## config.mk

```make
export PLATFORM = sky130hd
export DESIGN_NAME = negate_arbiter
export DESIGN_NICKNAME = d
export VERILOG_FILES = /design/src/rtl/negate_arbiter.sv
export SDC_FILE = /design/constraint.sdc
export NUM_CORES = 1
export LEC_CHECK = 0
export CELL_PAD_IN_SITES_DETAIL_PLACEMENT = 0
export CELL_PAD_IN_SITES_GLOBAL_PLACEMENT = 1
export CORE_ASPECT_RATIO = 1.4
export CORE_UTILIZATION = 29
export CTS_CLUSTER_SIZE = 40
export DETAILED_ROUTE_END_ITERATION = 10
export PLACE_DENSITY = 0.94
export SLEW_MARGIN = 10
export SYNTH_ARGS = -nofsm -noshare
export SYNTH_HDL_FRONTEND = slang
export SYNTH_SLANG_ARGS = --single-unit
```

## constraint.sdc

```tcl
create_clock -name clock -period 7.8 [get_ports clock]
set_clock_uncertainty 0.05 [all_clocks]
set_input_delay 1.56 -clock clock [delete_from_list [all_inputs] [get_ports clock]]
set_output_delay 1.56 -clock clock [all_outputs]
set_load 0.02 [all_outputs]
```

## src/rtl/negate_arbiter.sv

```systemverilog
// negate_arbiter: round-robin arbiter in front of a shared bitwise logic unit
// (NOT / ANDN / AND / XOR) with a one-deep registered result slot.
module negate_arbiter #(
    parameter int NREQ  = 4,
    parameter int WIDTH = 32
) (
    input  logic                   clock,
    input  logic                   resetn,
    input  logic [NREQ-1:0]        req_valid,
    output logic [NREQ-1:0]        req_ready,
    input  logic [2*NREQ-1:0]      req_op,
    input  logic [WIDTH*NREQ-1:0]  req_a,
    input  logic [WIDTH*NREQ-1:0]  req_b,
    output logic                   rsp_valid,
    input  logic                   rsp_ready,
    output logic [WIDTH-1:0]       rsp_data,
    output logic [2:0]             rsp_id,
    output logic [15:0]            op_count
);

    localparam int PW = (NREQ > 1) ? $clog2(NREQ) : 1;

    localparam logic [1:0] OP_NOT  = 2'b00;
    localparam logic [1:0] OP_ANDN = 2'b01;
    localparam logic [1:0] OP_AND  = 2'b10;

    logic [PW-1:0]    r_ptr;
    logic             r_rsp_valid;
    logic [WIDTH-1:0] r_rsp_data;
    logic [2:0]       r_rsp_id;
    logic [15:0]      r_op_count;

    logic             w_slot_free;
    logic [NREQ-1:0]  w_grant;
    logic [PW-1:0]    w_gnt_idx;
    logic             w_accept;
    logic [PW:0]      w_sum;
    logic [1:0]       w_op;
    logic [WIDTH-1:0] w_a;
    logic [WIDTH-1:0] w_b;
    logic [WIDTH-1:0] w_result;
    logic [PW-1:0]    w_ptr_next;

    // The slot can take a new result when empty or being drained this cycle.
    // Gating with resetn keeps every grant low while reset is held, since the
    // cleared result register would otherwise look free.
    assign w_slot_free = resetn & (~r_rsp_valid | rsp_ready);

    // Round-robin search: first valid requester starting at r_ptr, wrapping.
    always_comb begin
        w_grant   = '0;
        w_gnt_idx = '0;
        w_accept  = 1'b0;
        w_sum     = '0;
        if (w_slot_free) begin
            for (int k = 0; k < NREQ; k++) begin
                w_sum = {1'b0, r_ptr} + (PW+1)'(k);
                if (w_sum >= (PW+1)'(NREQ)) begin
                    w_sum = w_sum - (PW+1)'(NREQ);
                end
                for (int i = 0; i < NREQ; i++) begin
                    if (!w_accept && req_valid[i] && (w_sum == (PW+1)'(i))) begin
                        w_grant[i] = 1'b1;
                        w_gnt_idx  = PW'(i);
                        w_accept   = 1'b1;
                    end
                end
            end
        end
    end

    // Operand/opcode mux driven by the one-hot grant.
    always_comb begin
        w_op = '0;
        w_a  = '0;
        w_b  = '0;
        for (int i = 0; i < NREQ; i++) begin
            if (w_grant[i]) begin
                w_op = w_op | req_op[2*i +: 2];
                w_a  = w_a  | req_a[WIDTH*i +: WIDTH];
                w_b  = w_b  | req_b[WIDTH*i +: WIDTH];
            end
        end
    end

    // Bitwise logic unit; no carries, every bit independent.
    always_comb begin
        w_result = '0;
        case (w_op)
            OP_NOT:  w_result = ~w_a;
            OP_ANDN: w_result = ~w_a & w_b;
            OP_AND:  w_result = w_a & w_b;
            default: w_result = w_a ^ w_b;
        endcase
    end

    assign w_ptr_next = (w_gnt_idx == PW'(NREQ - 1)) ? '0 : (w_gnt_idx + 1'b1);

    // Result slot and round-robin pointer; a new accept overwrites a result
    // being consumed in the same cycle, so rsp_valid stays high.
    always_ff @(posedge clock or negedge resetn) begin
        if (!resetn) begin
            r_ptr       <= '0;
            r_rsp_valid <= 1'b0;
            r_rsp_data  <= '0;
            r_rsp_id    <= '0;
        end else if (w_accept) begin
            r_ptr       <= w_ptr_next;
            r_rsp_valid <= 1'b1;
            r_rsp_data  <= w_result;
            r_rsp_id    <= 3'(w_gnt_idx);
        end else if (r_rsp_valid && rsp_ready) begin
            r_rsp_valid <= 1'b0;
        end
    end

    // Completed-response counter, wraps naturally at 16 bits.
    always_ff @(posedge clock or negedge resetn) begin
        if (!resetn) begin
            r_op_count <= '0;
        end else if (r_rsp_valid && rsp_ready) begin
            r_op_count <= r_op_count + 16'd1;
        end
    end

    assign req_ready = w_grant;
    assign rsp_valid = r_rsp_valid;
    assign rsp_data  = r_rsp_data;
    assign rsp_id    = r_rsp_id;
    assign op_count  = r_op_count;

endmodule

```

==> summary by stage, run 1 <==
Clocking
TritonCTS built the clock tree. The tree is rooted in a clkbuf_16. Clock-pin slew was measured on the worst setup and hold paths at about 80 ps. The total clock sinks is 53. The depth of the CTS H-tree is 2. The number of gates given a new drive strength after cts is 0. The clock insertion delay at the later pin of the skew report is 300 ps. The number of CTS-inserted buffers is 5. The maximum count of clock buffers along a single path is 2. In this run the post-CTS setup repair buffer count came out at 0. Buffers inserted to repair hold after CTS numbered 0.

Detailed routing
Once detail routing completed, the nets flagged for antenna violations numbered 0. The average routed wire per standard cell is around 18 um. The detailed router's first-iteration violation count is 599. Detailed routing inserted a total of 7519 vias.

For this run, the detailed router's first-pass iteration total came to 9. The total detailed-routing wirelength is approximately 24 mm. In the routed design, unresolved DRC markers number 0. The via count normalized by instance count is 5.75.

Timing
The minimum clock period after layout is about 5300 ps. Setup repair after global routing left no endpoint under its margin. The slew at the pin closest to its max-slew limit is between 1000 and 1500 ps. For this run, the top clock speed supported by timing is roughly 190 MHz. Setup violations remaining at the end of the flow were counted as 0. The final number of max-transition violations is 0. The setup total negative slack is 0 ps. The final count of hold timing violations was 0. The tightest slew margin relative to the limit is 0.265. The share of the cycle needed by the critical path after routing is 0.678.

Floorplan
In this run the standard cell core region covers between 15000 and 20000 sq um. From bottom edge to top edge, the die measures 170 um. In this run the count of I/O pins placed on the die edge is approximately 330.

Measured along the x axis, the die boundary spans 122 um. The floorplan has 61 rows. The initial utilization of the core area, before any placement, comes to 0.295. The floorplan step defined a die boundary enclosing around 21000 sq um.

GRT
The first global-routing pass estimated roughly 37 mm of wire. The overall global routing resource usage is 0.224. The number of global-route vias before repair was slightly above 7k. The pin count of the biggest net entering global routing is roughly 100.

The number of antenna violations at the first check in global routing is 0. The overflow left after global routing is 0.

Synth
The synthesized design contains 0 enable-type register cells. The share of the Yosys chip area taken by registers is 0.228. The gate count after technology mapping is just under 800. By area the synthesized netlist is led by dfrtp_1 (23%), a2111oi_2 (7.0%), nand2_1 (6.5%). For this run, the leading register cell type out of synthesis is dfrtp_1. The average cell area after synthesis is roughly 7.5 sq um.

When the netlist entered floorplanning its net count stood at 1051. The post-synthesis async set-or-reset flop share is 1.00. The top cell type's share of synthesized area is 0.228. dfrtp_1 takes more of the synthesized area than any other cell.

The cell area that synthesis handed to floorplanning was 5820 sq um. After synthesis the netlist holds a flip-flop and latch count of 53. The total of warnings raised by yosys is 0. The count of cell types in the netlist is 47.

Placed design
The post-detailed-placement cell area is between 9000 and 10000 sq um. The weighted congestion at the end of routability-driven global placement is roughly 0.84. After legalization and detailed placement, the total HPWL measured about 17 mm. The number of buffer cells added on primary ports is 325.

Pwr
In this run the power density over the cells is between 150 and 200 nW/um^2. The worst supply voltage drop on vdd is between 80 and 90 uV. The leakage dissipation is ~0.0035 uW. Summing internal, switching and leakage power gives between 1500 and 2000 uW.

Cells and area
The layout net count is approximately 1.3k. The number of antenna diodes is 0. The library cell used most frequently in the layout, excluding fill and tap cells, is clkdlybuf4s50_1. The ratio of cells with drive above 1 in the final layout is 0.0549. At the end of the flow the core is filled with cells to 0.474. From synthesis to final layout, the design area changed by 60.9%. Leaving out fill and tap cells, the most frequent cells in the layout are clkdlybuf4s50_1 (324), nand2_1 (101), inv_1 (63). Summing all non-filler instances in the final layout gives an area of roughly 9400 sq um.

Critical path
Along the worst path, the maximum fanout reaches 36. The critical path capture point type is a flop. At the worst endpoint, the required time is approximately 7900 ps. The critical path in this run is classified as input port to flop.

The launching element type of the critical path is an input port. Data on the critical path arrives at its endpoint at roughly 5400 ps.

Min path
The path class of the tightest hold or removal check is flop to flop.

Flow run
The tool flagged a number of max-cap violations equal to 0.

Status
The run finished with clean final reports.
[stage by stage]
stage | hold WS, ps | worst slack (ps) | cells
6_report | 422 | 2510 | 1308
5_1_grt | 471 | 2230 | 1308
4_1_cts | 432 | 2550 | 1308
3_5_place_dp | 416 | 2180 | 1300
3_3_place_gp | 409 | 2310 | 1300
2_1_floorplan | 505 | 2750 | 776
[area by class of cell]
| cell class | instances | area [sq um] |
|---|---|---|
| multi-input cells | 596 | 4010 |
| fillers | 1966 | 10400 |
| well taps | 252 | 315 |
| flip-flops and latches | 53 | 1330 |
| repair buffers | 336 | 3330 |
| inverters | 63 | 236 |
| clock buffers | 5 | 125 |
| clock inverters | 3 | 28.8 |
[cells in the mapped netlist (5+ instances only)]
| library cell | instances |
|---|---|
| a32o_1 | 30 |
| nor2_1 | 41 |
| nand2_1 | 101 |
| o21a_1 | 30 |
| a222oi_1 | 35 |
| o21ai_0 | 62 |
| xor2_1 | 5 |
| clkbuf_1 | 50 |
| a31oi_1 | 29 |
| a2111oi_2 | 27 |
| dfrtp_1 | 53 |
| buf_2 | 7 |
| inv_1 | 63 |
| nand3_1 | 38 |
| nor2b_1 | 8 |
| and3_1 | 7 |
| and2_0 | 11 |
| a221oi_1 | 30 |
| o221ai_1 | 32 |
| and2_1 | 20 |
| a21oi_1 | 35 |
| xnor2_1 | 10 |
[sequential cells by signal (all words and copies together) (netlist names)]
signal,flops
op_count,16
rsp_valid,1
rsp_data,32
rsp_id,2
r_ptr,2
[where the power goes]
group	total, uW	internal (uW)	switching [uW]
Sequential	421	355	65.7
Clock	245	124	121
Combinational	1130	525	610
[logic make-up after synthesis]
family,Yosys count,synth area share
mux,1,0.00193
fa+ha+maj,4,0.00860
flops,53,0.228
buf+inv,127,0.0879
xor+xnor,15,0.0226
compound gates,334,0.459
simple gates,241,0.191
other cells,1,0.000644
[per-layer routing]
metal | GRT usage | up-vias | wire length, um
met3 | 0.0313 | 47 | 1520
met1 | 0.256 | 3576 | 9240
met4 | 0.0982 | 0 | 903
met5 | 0 | - | 0
li1 | - | 3568 | -
met2 | 0.406 | 328 | 12400
[path summary, 6_finish.rpt]
kind | startpoint | endpoint | slack [ps] | cells after the start
worst max-delay path | req_valid[2] | rsp_data[0] | 2510 | 12
worst min-delay path | op_count[15] | op_count[15] | 420 | 1
worst max register to register | r_ptr[0] | rsp_data[0] | 3880 | 11
worst min register to register | op_count[15] | op_count[15] | 420 | 1
max in group asynchronous | resetn | r_ptr[0] | 5710 | 2
min in group asynchronous | resetn | rsp_data[22] | 1490 | 2
[worst max-delay path, cell delays in order]
cell	delay (ps)
clkdlybuf4s50_1	600
o21ai_1	110
a32o_2	280
nor2b_1	150
a22o_1	250
a221oi_1	410
ha_2	790
nand2b_1	190
buf_4	390
o221ai_1	160
o21a_1	230
a2111oi_1	270
Note: power is estimated with default switching activity, not from simulation.
==> run 2, diff against run 1 <==
CORE_UTILIZATION = 24   (was 29)
PLACE_DENSITY = 0.84   (was 0.94)
clock period = 4.5 ns   (was 7.8 ns; I/O delays follow)
==> run 2 against run 1 <==
  * Highest routed layer unchanged
  * Final area up 2.2%
  * Clock-buffer cell count did not move
  * Clock power increased by 76%
  * Utilization fell by 7.3 points
  * Register-to-register slack lost 2500 ps
==> summary by stage, run 2 (synthesis results as in run 1) <==
Floorplan
The die area is 24900 sq um (+21%). The total number of placement rows is 67 (+9.8%). The overall die width is 134 um (+9.8%). The starting density of the core is 0.244 (-0.0508). The number of ports placed on the die boundary is 327 (unchanged).

The core box area came to 23900 sq um (+21%). The die height is 186 um (+9.8%).

Critical path
The maximum fanout count along the critical path came to 16 (-56%). STA classifies the critical path endpoint as a flop. The worst setup path is launched from an input port. In this design, the largest share of critical-path delay is due to compound AO/OA/AOI/OAI gates. The buffers plus inverters on the worst setup path is 3 (+1). The longest individual stage delay on the worst path is 610 ps (-180 ps). By instance count, the cell type seen most on the critical path is buf_4. The required time of the worst setup path is 4640 ps (-3290 ps). The category of the critical setup timing path is input port to flop. The critical path data arrival time is 3950 ps (-1470 ps).

Traced cell by cell, the critical path runs through clkdlybuf4s50_1 > o21ai_1 > a32o_2 > nor2b_1 > a22o_1 > a221oi_1 > buf_4 > ha_2 > nor2_2 > buf_4 > o221ai_1 > o21a_1 > a2111oi_1. For this design, the slowest cell found on the critical path is clkdlybuf4s50_1.

Status
The run finished with clean final reports.

Cells and area
The layout net count is 1346 (+1.2%). Relative to the synthesized area, the layout overhead comes to 64.5%. Leaving out fill and tap cells, the most frequent cells in the layout are clkdlybuf4s50_1 (324), nand2_1 (101), inv_1 (63).

The number of antenna diodes is 0 (unchanged). The total of fill cells in the finished design is 2476 (+26%). The ratio of cells with drive above 1 in the final layout is 0.0700 (+0.0150).

The cell area after layout is 9580 sq um (+2.2%). The combined area of the multi-input logic cells is 4010 sq um (about the same). The number of flip-flops in the largest register came to 32 (unchanged).

The library cell used most frequently in the layout, excluding fill and tap cells, is clkdlybuf4s50_1. The area occupied by registers is 1330 sq um (unchanged).

Timing
The tightest slew margin relative to the limit was 0.313 (+0.0484). The final number of max-transition violations is 0 (unchanged). The setup total negative slack is 0 ps (unchanged). The final count of hold timing violations is 0 (unchanged). The final worst setup slack is 690 ps (-1820 ps). Setup repair after global routing left no endpoint under its margin.

The maximum clock frequency is around 260 MHz. The smallest clock period supported by the final layout is computed as roughly 3800 ps. The share of the cycle needed by the critical path after routing is 0.847.

The worst slack on hold paths is 431 ps (+8.80 ps). The final setup violation count is 0 (unchanged). The slew at the pin closest to its max-slew limit is 1030 ps (-72.6 ps).

Clocking
The number of gates given a new drive strength after cts is 0 (unchanged). The register clock-pin slew on the reported worst setup and hold paths is 90 ps (about the same). The number of buffers inserted by hold repair at cts is 0 (unchanged). The total clock sinks is 53 (unchanged). The depth of the CTS H-tree is 2 (unchanged).

The number of CTS-inserted buffers is 5 (unchanged). The number of buffers inserted by post-CTS setup repair is 0 (unchanged). TritonCTS built the clock tree. The maximum count of clock buffers along a single path is 2 (unchanged). In this run the clock root is driven by a clkbuf_16. The clock insertion delay at the later pin of the skew report is 300 ps (about the same).

GRT
The global-route wire length before repair came to 37.5 mm (+2.2%). The overflow left after global routing was 0 (unchanged). The pin count of the biggest net entering global routing was 101 (unchanged). The overall global routing resource usage came to 0.192 (-0.0319). The number of global-route vias before repair came to 7039 (-1.8%).

The number of antenna violations at the first check in global routing is 0 (unchanged).

Detailed routing
The average routed wire per standard cell came to 18.0 um (-1.9%). Signal routing reaches up to met4. The met3 wire length was 1.37 mm (-9.6%). The routed metal-1 wirelength was 9.88 mm (+6.9%). The total via count in the routed design is 7411 (-1.4%). The total detailed-routing wirelength is 24.9 mm (+3.7%). The wire length on met2 is 13.0 mm (+4.8%). The number of nets still failing antenna checks after routing is 0 (unchanged).

The detailed router's first-iteration violation count is 427 (-29%). The number of search-and-repair iterations in the first detailed-routing pass came to 6 (-3). The total DRC errors in the routed layout is 0 (unchanged). The via count normalized by instance count was 5.36 (-6.7%).

Flow run
The count of maximum capacitance violations was 0 (unchanged).

Pwr
The worst supply voltage drop on vdd is 133 uV (+61%). The leakage dissipation is 0.00354 uW (+2.3%). The total power divided by cell area was 331 nW/um^2 (+72%).

Placed design
The number of buffer cells added on primary ports is 325 (unchanged). The worst-case setup slack after placement is 316 ps (-1870 ps). The HPWL after detailed placement is 18.5 mm (+7.8%). The post-detailed-placement cell area came to 9420 sq um (+2.3%). The weighted congestion at the end of routability-driven global placement is 0.826 (-1.9%).

Min path
The class of the tightest hold or removal check is flop to flop.
==> run 2: final cells by class <==
class | count | share of cell area
multi-input cells | 596 | 0.419
repair buffers | 352 | 0.362
flip-flops and latches | 53 | 0.138
well taps | 310 | 0.0405
inverters | 63 | 0.0247
clock buffers | 5 | 0.0131
clock inverters | 3 | 0.00300
==> run 2: metrics by stage <==
step,utilization,instances,total power [uW]
after floorplan,-,776,1870
after global placement,0.394,1374,2730
after detailed placement,0.394,1374,2750
after CTS,0.401,1382,3200
after global routing,0.401,1382,3390
final,0.401,1382,3170
==> run 2: report_power, final <==
group	switching, uW	internal [uW]	total, uW	leakage (uW)
clock network	217	215	432	0.0000763
registers	116	616	732	0.000625
logic	1060	941	2000	0.00284
==> run 2: final timing paths <==
kind,slack (ps),end,cells past startpoint,from
max,690,rsp_data[0],13,req_valid[2]
max reg2reg,1410,rsp_data[0],13,r_ptr[0]
min reg2reg,430,op_count[15],1,op_count[15]
max in group asynchronous,3040,op_count[1],2,resetn
min in group asynchronous,820,rsp_data[10],2,resetn
min,430,op_count[15],1,op_count[15]
==> run 2: per-layer routing <==
layer,up-vias,GRT usage
li1,3606,-
met1,3522,0.217
met2,254,0.358
met3,29,0.0314
met4,0,0.0723
met5,-,0
==> run 3, diff against run 2 <==
clock period = 3.2 ns   (was 4.5 ns; I/O delays follow)
==> run 3 against run 2 <==
  * Sequential share of layout area decreased by 1.3 points
  * Sequential cell count unchanged
  * Power increased by 55%
  * Combinational power increased by 63%
  * Global-route usage increased by 1.1 points
  * Routed wire length increased by 6.1%
  * Utilization increased by 4.3 points
  * Final area increased by 11%
  * Highest routed layer unchanged
==> summary by stage, run 3 (synthesis results as in run 1) <==
Critical path
The launching point of the worst reg2reg path is r_ptr[0]. The critical path data arrival time is 3200 ps (-750 ps). The slowest stage of the critical path belongs to the cell a221o_1. The maximum fanout count along the critical path is 7 (-9). Walking the worst path, the cells encountered are dlygate4sd2_1 > o2bb2ai_1 > a32o_2 > nor2b_4 > a22o_1 > a221o_1 > ha_4 > nor2_4 > buf_6 > buf_16 > o221ai_1 > o21a_1 > a2111oi_4. STA classifies the critical path startpoint as an input port.

The worst setup path is captured at a flop. The required time of the worst setup path is 3350 ps (-1290 ps). The startpoint of the most critical setup path is req_valid[1]. The longest individual stage delay on the worst path is 340 ps (-270 ps). The category of the critical setup timing path is input port to flop.

GRT
The overall global routing resource usage was 0.202 (+0.0106). The pin count of the biggest net entering global routing is 55 (-46%). The overflow left after global routing is 0 (unchanged). The global-route wire length before repair is 39.7 mm (+5.7%). The number of antenna violations at the first check in global routing is 1 (+1). The number of global-route vias before repair is 7621 (+8.3%).

Clocking
The clock insertion delay at the later pin of the skew report was 300 ps (about the same). The number of CTS-inserted buffers is 5 (unchanged). The CTS tree is yes. The maximum count of clock buffers along a single path is 2 (unchanged). The tree is rooted in a clkbuf_16. The total clock sinks was 53 (unchanged).

The depth of the CTS H-tree is 2 (unchanged). The register clock-pin slew on the reported worst setup and hold paths is 90 ps (about the same).

Status
The run finished with clean final reports.

Floorplan
The total number of placement rows is 67 (unchanged). The die area was 24900 sq um (unchanged). The core box area is 23900 sq um (unchanged). The die height is 186 um (unchanged). The number of ports placed on the die boundary is 327 (unchanged). The overall die width is 134 um (unchanged). The starting density of the core is 0.244 (unchanged).

Timing
The final worst setup slack is 154 ps (-536 ps). Timing would allow up to between 300 and 400 MHz. The final number of max-transition violations is 0 (unchanged). The share of the cycle needed by the critical path after routing is 0.952.

The final count of hold timing violations is 0 (unchanged). The tightest slew margin relative to the limit is 0.480 (+0.167). Setup repair after global routing left no endpoint under its margin.

The slew at the pin closest to its max-slew limit is 780 ps (-250 ps). Counting I/O delays and the setup requirement, the final critical path takes 3050 ps. The final setup violation count came to 0 (unchanged).

Pwr
The leakage dissipation is 0.00408 uW (+15%). The total power is 4900 uW (+55%). The worst supply voltage drop on vdd is 307 uV (+130%).

The total power divided by cell area came to 462 nW/um^2 (+40%).

Cells and area
The layout net count is 1437 (+6.8%). The number of flip-flops in the largest register came to 32 (unchanged). Leaving out fill and tap cells, the most frequent cells in the layout are clkdlybuf4s50_1 (317), nand2_1 (101), buf_4 (97). The end-of-flow core utilization is 0.444 (+0.0431). The ratio of cells with drive above 1 in the final layout came to 0.155 (+0.0848).

The commonest non-fill, non-tap cell in the layout is clkdlybuf4s50_1. The signed area change from the synthesized netlist to the final layout is 82.2%.

Detailed routing
The number of nets still failing antenna checks after routing is 0 (unchanged). The average routed wire per standard cell is 17.9 um (-0.49%). The total via count in the routed design came to 7868 (+6.2%). The total DRC errors in the routed layout is 0 (unchanged). The detailed router's first-iteration violation count was 489 (+15%). The number of search-and-repair iterations in the first detailed-routing pass is 9 (+3). The total detailed-routing wirelength is 26.4 mm (+6.1%). The via count normalized by instance count came to 5.34 (-0.46%).

Min path
The class of the tightest hold or removal check is flop to flop. The startpoint identified for the worst hold timing path is op_count[15].

Placed design
The HPWL after detailed placement is 20.0 mm (+8.3%). The weighted congestion at the end of routability-driven global placement was 0.811 (-1.8%). The worst-case setup slack after placement is -475 ps (-791 ps). The number of buffer cells added on primary ports was 325 (unchanged).

Flow run
The count of maximum capacitance violations came to 0 (unchanged).
[run 3: timing repair]
action | in CTS | in global routing
hold buffers | 0 | 0
gates cloned | 2 | 1
gates resized for setup | 12 | 14
pin swaps | 1 | 3
setup endpoints to repair | 30 | 31
setup buffers | 4 | 0
[run 3: through the flow]
stage               hold WS (ps)  cell area [sq um]  setup TNS, ps  instances
CTS                          436              10500              0       1472
finish                       425              10600              0       1474
detailed placement           419              10300         -13920       1458
floorplan                    294               5950          -1460        776
global placement             409              10300         -12110       1458
global route                 455              10600              0       1474
[run 3: metal layers]
metal,share of wire,vias to the layer above,track usage
met2,0.53,324,0.381
met3,0.063,40,0.0341
met4,0.028,0,0.0859
li1,-,3784,-
met1,0.38,3720,0.222
met5,0,-,0
[run 3: path summary, 6_finish.rpt]
check	endpoint	slack (ps)	depth (start not counted)
worst max-delay path	rsp_data[28]	150	13
min in group asynchronous	rsp_data[25]	550	2
worst min-delay path	op_count[15]	430	1
worst min register to register	op_count[15]	430	1
worst max register to register	rsp_data[28]	190	12
max in group asynchronous	rsp_data[12]	2020	2
[run 3: worst max-delay path: cells and delay by family]
kind	cells	cell delay (ps)
AOI/OAI and AO/OA	7	1530
buffers and inverters	3	520
and+or+nand+nor	2	250
adders and majority gates	1	250
[run 3: area by class of cell]
type	count	area [sq um]
clock buffer	5	125
tap	310	388
timing repair buffer	443	4380
antenna	1	2.50
clock inverter	3	28.8
fill	2362	13300
multi-input combinational	596	4120
inverter	63	236
sequential	53	1330
[run 3: report_power, final]
part / switching (uW) / internal, uW / total [uW] / leakage [uW]
logic: 1610 / 1650 / 3260 / 0.00338
registers: 169 / 866 / 1040 / 0.000625
clock network: 304 / 302 / 606 / 0.0000763
total: 2080 / 2820 / 4900 / 0.00408
